## config.mk

```make
export PLATFORM = sky130hd
export DESIGN_NAME = pulse_gen_flat
export DESIGN_NICKNAME = d
export VERILOG_FILES = /design/src/rtl/pulse_gen_if.sv /design/src/rtl/pulse_gen.sv /design/src/flat_wrapper.sv
export SDC_FILE = /design/constraint.sdc
export NUM_CORES = 1
export LEC_CHECK = 0
export ABC_AREA = 1
export BUFFER_PORTS_ARGS = -buffer_cell sky130_fd_sc_hd__buf_4
export CAP_MARGIN = 20
export CORE_MARGIN = 3
export CORE_UTILIZATION = 45
export CTS_CLUSTER_DIAMETER = 80
export DETAILED_ROUTE_END_ITERATION = 7
export PLACE_DENSITY = 0.76
export SYNTH_ARGS = -nofsm -noshare
export SYNTH_HDL_FRONTEND = slang
export SYNTH_SLANG_ARGS = --single-unit
```

## constraint.sdc

```tcl
create_clock -name clk -period 2.25 [get_ports clk]
set_input_delay 0.225 -clock clk [delete_from_list [all_inputs] [get_ports clk]]
set_output_delay 0.225 -clock clk [all_outputs]
set_load 0.02 [all_outputs]
```

## src/rtl/pulse_gen_if.sv

```systemverilog
`default_nettype none
// +----------------------------------------------------------------------+
// | pulse_gen_if : request/status bundle between a controller and        |
// |                pulse_gen.  Revision 1.0                              |
// +----------------------------------------------------------------------+
interface pulse_gen_if #(
  parameter int CNT_W = 4
);
  logic             start;
  logic             stop;
  logic [CNT_W-1:0] high_len;
  logic [CNT_W-1:0] low_len;
  logic [CNT_W-1:0] n_pulses;
  logic             pulse;
  logic             busy;
  logic             done;
  logic [CNT_W-1:0] pulse_cnt;

  modport master (
    output start, stop, high_len, low_len, n_pulses,
    input  pulse, busy, done, pulse_cnt
  );

  modport slave (
    input  start, stop, high_len, low_len, n_pulses,
    output pulse, busy, done, pulse_cnt
  );
endinterface
`default_nettype wire

```

## src/rtl/pulse_gen.sv

```systemverilog
`default_nettype none
// +----------------------------------------------------------------------+
// | pulse_gen : burst pulse-train generator (IDLE/HIGH/LOW/DONE FSM).    |
// | Revision 1.0                                                         |
// +----------------------------------------------------------------------+
module pulse_gen #(
  parameter int CNT_W = 4,
  parameter int DEPTH = 3
) (
  input  logic        clk,
  input  logic        rstn,
  pulse_gen_if.slave  bus
);

  typedef enum logic [1:0] {
    IDLE = 2'd0,
    HIGH = 2'd1,
    LOW  = 2'd2,
    DONE = 2'd3
  } state_t;

  localparam logic [CNT_W-1:0] DEPTH_C = CNT_W'(DEPTH);
  localparam logic [CNT_W-1:0] ONE_C   = CNT_W'(1);

  state_t           state;
  logic [CNT_W-1:0] h_len;
  logic [CNT_W-1:0] l_len;
  logic [CNT_W-1:0] eff_cnt;
  logic [CNT_W-1:0] timer;

  logic             start_ok;
  logic [CNT_W-1:0] h_in;
  logic [CNT_W-1:0] l_in;
  logic [CNT_W-1:0] n_in;

  // Zero lengths behave as one cycle; burst size is clamped to DEPTH.
  assign start_ok = bus.start && !bus.stop && (bus.n_pulses != '0);
  assign h_in     = (bus.high_len == '0) ? ONE_C : bus.high_len;
  assign l_in     = (bus.low_len  == '0) ? ONE_C : bus.low_len;
  assign n_in     = (bus.n_pulses > DEPTH_C) ? DEPTH_C : bus.n_pulses;

  // timer counts down from length-1 to 0, so a length of 2**CNT_W-1 never wraps.
  always_ff @(posedge clk or negedge rstn) begin
    if (!rstn) begin
      state         <= IDLE;
      h_len         <= '0;
      l_len         <= '0;
      eff_cnt       <= '0;
      timer         <= '0;
      bus.pulse     <= 1'b0;
      bus.busy      <= 1'b0;
      bus.done      <= 1'b0;
      bus.pulse_cnt <= '0;
    end else begin
      case (state)
        IDLE: begin
          bus.done <= 1'b0;
          if (start_ok) begin
            h_len         <= h_in;
            l_len         <= l_in;
            eff_cnt       <= n_in;
            timer         <= h_in - ONE_C;
            bus.pulse_cnt <= ONE_C;
            bus.pulse     <= 1'b1;
            bus.busy      <= 1'b1;
            state         <= HIGH;
          end
        end

        HIGH: begin
          if (bus.stop) begin
            bus.pulse <= 1'b0;
            bus.busy  <= 1'b0;
            state     <= IDLE;
          end else if (timer != '0) begin
            timer <= timer - ONE_C;
          end else if (bus.pulse_cnt < eff_cnt) begin
            timer     <= l_len - ONE_C;
            bus.pulse <= 1'b0;
            state     <= LOW;
          end else begin
            bus.pulse <= 1'b0;
            bus.busy  <= 1'b0;
            bus.done  <= 1'b1;
            state     <= DONE;
          end
        end

        LOW: begin
          if (bus.stop) begin
            bus.busy <= 1'b0;
            state    <= IDLE;
          end else if (timer != '0) begin
            timer <= timer - ONE_C;
          end else begin
            timer         <= h_len - ONE_C;
            bus.pulse_cnt <= bus.pulse_cnt + ONE_C;
            bus.pulse     <= 1'b1;
            state         <= HIGH;
          end
        end

        DONE: begin
          bus.done <= 1'b0;
          state    <= IDLE;
        end

        default: begin
          bus.pulse <= 1'b0;
          bus.busy  <= 1'b0;
          bus.done  <= 1'b0;
          state     <= IDLE;
        end
      endcase
    end
  end

endmodule
`default_nettype wire

```

## src/flat_wrapper.sv

```systemverilog
// flat-port wrapper written by rule: the top's interface ports become plain ports
module pulse_gen_flat 
#(
  parameter int CNT_W = 4,
  parameter int DEPTH = 3
)
  (clk, rstn, bus_start, bus_stop, bus_high_len, bus_low_len, bus_n_pulses, bus_pulse, bus_busy, bus_done, bus_pulse_cnt);
  pulse_gen_if #(.CNT_W(CNT_W)) bus_i ();
  input  logic clk;
  input  logic rstn;
  input wire logic [$bits(bus_i.start)-1:0] bus_start;
  input wire logic [$bits(bus_i.stop)-1:0] bus_stop;
  input wire logic [$bits(bus_i.high_len)-1:0] bus_high_len;
  input wire logic [$bits(bus_i.low_len)-1:0] bus_low_len;
  input wire logic [$bits(bus_i.n_pulses)-1:0] bus_n_pulses;
  output wire logic [$bits(bus_i.pulse)-1:0] bus_pulse;
  output wire logic [$bits(bus_i.busy)-1:0] bus_busy;
  output wire logic [$bits(bus_i.done)-1:0] bus_done;
  output wire logic [$bits(bus_i.pulse_cnt)-1:0] bus_pulse_cnt;
  assign bus_i.start = bus_start;
  assign bus_i.stop = bus_stop;
  assign bus_i.high_len = bus_high_len;
  assign bus_i.low_len = bus_low_len;
  assign bus_i.n_pulses = bus_n_pulses;
  assign bus_pulse = bus_i.pulse;
  assign bus_busy = bus_i.busy;
  assign bus_done = bus_i.done;
  assign bus_pulse_cnt = bus_i.pulse_cnt;
  pulse_gen #(.CNT_W(CNT_W), .DEPTH(DEPTH)) u_core (.clk(clk), .rstn(rstn), .bus(bus_i));
endmodule
```

---- Word level (Yosys, flattened, before mapping) ----
Cells that the tools add are included.
storage, ports and cells
  bits in registers ....................... 25
  output and inout bits ................... 7
  input bits .............................. 16
  logic and storage cells ................. 85
operators by class
  multiplexer cells ....................... 36
  order comparisons ....................... 2
  add/subtract/negate cells ............... 5
  equality and inequality tests ........... 14
  reductions and logical operators ........ 19
operators with widths
  operator                                                              count
  4-bit 2-to-1 mux                                                      12
  4-bit by 1-bit subtractor with 4-bit output, second input constant    4
  5-bit AND reduction                                                   3
  1-bit 2-to-1 mux                                                      13
  2-bit != test, second input constant                                  6
  4-bit case mux with 3 select lines                                    1
  2-bit 2-to-1 mux                                                      5
  3-bit != test, second input constant                                  3
  4-bit zero test                                                       2
  2-bit case mux with 4 select lines                                    1
  4-bit case mux with 2 select lines                                    1
  4-bit AND reduction                                                   2
  4-bit nonzero test                                                    2
  1-bit case mux with 3 select lines                                    2
  4-bit by 1-bit adder with 4-bit output, second input constant         1
  2-bit == test, second input constant                                  2
  4-bit by 2-bit > comparator with 1-bit output, second input constant  1
  4-bit less-than comparator                                            1
  2-bit nonzero test                                                    2
  3-bit by 1-bit != test with 1-bit output, second input constant       1
  3-bit AND reduction                                                   1
  3-bit nonzero test                                                    1
  2-bit by 1-bit == test with 1-bit output, second input constant       1
  1-bit logical AND                                                     2
  other kinds (6)                                                       6

---- Depth between registers and ports, before layout ----
  depth in word-level cells ............... 5
  mapped depth ............................ 12
  mapped depth without buffers ............ 12

---- Least setup slack after synthesis ----
No wires, ideal clock.
  path type ............................... register -> register
  start ................................... reg u_core.state[0]
  end ..................................... reg u_core.bus.pulse_cnt[0]
  required time ........................... 2.118 ns
  cell stages (with the launch flop) ...... 10
  data arrival time ....................... 1.430 ns
  path buffers ............................ 0
  period minus slack after synthesis ...... 1.561 ns
  setup slack ............................. 0.689 ns
  library setup time ...................... 0.132 ns
  cell sequence ........................... dfrtp_1 > inv_1 > ha_1 > inv_2 > nor2_2 > nor2_1 > o21ai_1 > nand2_2 > o21ai_0 > o21ai_1
between the ends
  cells in the longest elaborated chain, start to end .. 3
RTL lines
  element                                           RTL line            RTL
  from (decl)                                       pulse_gen.sv:25     state_t state;
  from (signal assigned)                            pulse_gen.sv:45     state <= IDLE;
  from (signal assigned)                            pulse_gen.sv:66     state <= HIGH;
  from (signal assigned)                            pulse_gen.sv:74     state <= IDLE;
  2-bit == test or 2-bit zero test (tied branches)  pulse_gen.sv:55     case (state)
  2-bit != test (no line) (tied with other cells)   -
  4-bit AND reduction (no line)                     -
  to (signal assigned)                              pulse_gen.sv:97     bus.pulse_cnt <= bus.pulse_cnt + ONE_C;
  to (decl)                                         pulse_gen_if.sv:26  output pulse, busy, done, pulse_cnt
Several ways; a longest one is shown, not always the timed one.
A chain may end at the register's enable or synchronous reset.

---- Worst setup path in the final report ----
Same ends and word-level chain as after synthesis.

==> summary.txt <==
Worst setup path
  – CP bufs+invs: 2
  – CP max FO: 8
  – CP endpoint kind: register
  – Critical path class: reg2reg
  – Worst-path cell chain: inv_1 -> ha_1 -> inv_2 -> nor2_2 -> nor2_1 -> o21ai_1 -> nand2_2 -> o21ai_0 -> o21ai_1
  – Most used cell, CP: o21ai_1
  – Crit path required time: 2480 ps
  – Crit-path leading delay family: flip-flops
  – Slowest stage delay, CP: 440 ps
  – Arrival time worst endpoint: 2020 ps
  – Crit-path slowest cell: dfrtp_1
  – Crit start category: register

Placement
  – HPWL Detailed: 2.67 mm
  – Routability cong.: 0.793
  – Placed cells: 289
  – PortBufs: 22

Global routing
  – Largest net degree at the start of global routing: 26
  – Number of global-route vias before repair: 1363
  – GRT overflow: 0
  – Global-route wire length before repair: 6.06 mm
  – Initial antenna violation count: 0
  – GRT Overall Usage: 18.1%

Pwr
  – PD cells: 1280 nW/um^2
  – Worst vdd ir: 0.674 mV
  – Clock power frac: 8.7%
  – Leakage power: 1.01 nW
  – Combinational power share: 59.3%
  – Sequential Power Share: 32.0%
  – Internal: 0.00121 W
  – Switching Share: 48.8%
  – Switching pwr: 0.00115 W

Detailed routing
  – Wire length per cell: 11.7 um
  – Detail Route Antenna Nets: 0
  – Vias: 1457
  – Via/cell ratio: 4.96
  – Drt initial violations: 75
  – Remaining design rule violation count: 0
  – DRT Pass-1 Iters: 4
  – Total Wirelength: 3.44 mm

Clock tree
  – Clk sink count: 25
  – Clock Path Buffers: 2
  – H-Tree Depth: 1
  – Clock-pin slew on the worst setup and hold paths: 130 ps
  – CTS tree: done
  – CTS buffer count: 3
  – Root Buffer: clkbuf_4
  – Post-CTS setup buffer count: 0
  – Post-CTS Resized: 0
  – Clock latency at the later pin of the worst-skew pair: 320 ps

Cells and area
  – Ratio of cells with drive above 1 in the final layout: 12.0%
  – Diode count: 0
  – Final #Nets: 280
  – Synth-to-Final Area Change: 16.4%
  – Number of fill cells: 322
  – Non-filler cells, final: 294

Synth
  – YS warnings: 0
  – Cells after Synth: 223
  – Average size of a mapped cell: 7.14 um^2
  – Seq/Total Area, Yosys: 39.3%
  – Post-synthesis cell type count: 22
  – Mapped cell area: 1590 um^2
  – Synth top area share: 39.3%
  – Syn nets: 252
  – Number of synthesized register bits: 25
  – Post-synth top area cell: dfrtp_1
  – Largest cells by area after synthesis: dfrtp_1 (39%), nand2_1 (17%), ha_1 (10%), inv_1 (8.7%), o21ai_0 (8.2%)

Timing
  – Period utilization: 79.7%
  – TNS Setup: 0 ps
  – Final Hold Viols: 0
  – Endpoints failing setup: 0
  – Setup Skew: 3.47 ps
  – Fmax: 0.557 GHz
  – Final Critical Period: 1790 ps
  – Max_slew headroom: 63.9%
  – Worst-Margin Slew: 539 ps
  – Fin. max-slew vios: 0
  – Unrepaired setup endpoints after global routing: false

Floorplan
  – Initial core utilization: 49.7%
  – # IOs: 23
  – Core Area: 3200 um^2
  – Die height: 65.5 um
  – DIE AREA: 4290 um^2
  – # rows: 20
  – DIE WIDTH: 65.5 um

Run
  – Max capacitance violation total: 0

Status
  – Outcome: finished clean

Worst hold path
  – Min-delay worst type: in2reg
==> worst reg2reg max path: cells and delay by family (launching register included) <==
kind / cells / cell delay, ps
buf+inv: 2 / 210
simple gates: 3 / 340
fa+ha+maj: 1 / 330
compound gates: 3 / 370
flops: 1 / 440
==> sequential cells by signal, indices dropped and copies added, names as in the netlist <==
register              cells
u_core.bus.pulse          1
u_core.bus.done           1
u_core.eff_cnt            4
u_core.bus.busy           1
u_core.h_len              4
u_core.timer              4
u_core.l_len              4
u_core.bus.pulse_cnt      4
u_core.state              2
==> cells in the final DEF, fill, tap and decap left out, types with 2 or more instances in the layout <==
cell	Yosys	final
clkbuf_4	0	3
nand3_1	15	15
o31ai_1	2	2
xnor2_1	2	2
o21ai_1	2	2
a21oi_1	5	5
nand2_1	72	72
nor2_1	12	12
inv_1	37	37
o21ai_0	26	26
dfrtp_1	25	25
ha_1	13	13
buf_4	0	24
==> routing by layer <==
metal  track usage (%)  part of all wire, %
met3              4.44                  4.1
met5                 0                    0
met2              29.8                   46
met1              23.4                   48
met4              5.44                  1.5
==> Yosys cell counts, drive strengths merged <==
cell	n
dfrtp	25
nand2	73
a22oi	1
o211ai	1
nor3	1
a21o	1
a31oi	1
inv	38
buf	2
o21ai	28
a21oi	5
a2bb2oi	1
o31ai	2
xnor2	2
nand3	15
xor2	1
nor2	13
ha	13
==> path summary, 6_finish.rpt <==
check	from	endpoint	slack, ps	cells past startpoint
max	u_core.state[0]	u_core.bus.pulse_cnt[0]	460	9
min in group asynchronous	rstn	u_core.l_len[0]	320	2
min	bus_low_len[2]	u_core.l_len[2]	100	3
min reg2reg	u_core.eff_cnt[3]	u_core.eff_cnt[3]	490	2
max reg2reg	u_core.state[0]	u_core.bus.pulse_cnt[0]	460	9
max in group asynchronous	rstn	u_core.bus.pulse_cnt[3]	1680	2
==> what timing repair did <==
item,4_1_cts,5_1_grt
endpoints found under the setup margin,0,0
endpoints found under the hold margin,25,0
hold buffers,1,0
==> metrics by stage <==
stage	total power (W)	cell area [um^2]	hold slack (ps)	setup slack [ps]	util, %
floorplan	0.00177	1590	-70.6	689	-
global placement	0.00212	1820	152	570	56.8
detailed placement	0.00215	1820	152	502	56.8
CTS	0.00237	1850	98.3	483	57.9
finish	0.00237	1850	104	456	57.9
global route	0.00267	1850	116	287	57.9
==> logic make-up after synthesis <==
family	Yosys count	share of synthesized area, %
AO/OA/AOI/OAI	40	13.7
XOR/XNOR	3	1.65
adder cells (fa/ha/maj)	13	10.2
buffers and inverters	40	9.58
flip-flops	25	39.3
AND/OR/NAND/NOR	102	25.6
==> power by group through the flow <==
stage / Clock [W] / Combinational, W / Sequential, W
finish: 0.000206 / 0.00140 / 0.000758
global route: 0.000229 / 0.00165 / 0.000789
CTS: 0.000217 / 0.00140 / 0.000758
detailed placement: 0 / 0.00138 / 0.000769
global placement: 0 / 0.00135 / 0.000763
floorplan: 0 / 0.000987 / 0.000786
==> area by class of cell <==
cell class	count	area, um^2	share of cell area, %
flip-flops and latches	25	626	33.7
inverters	38	143	7.69
clock buffers	4	26.3	1.42
well taps	44	55.1	2.97
multi-input cells	158	815	43.9
repair buffers	25	190	10.3
Power figures use the tool's default switching activity.
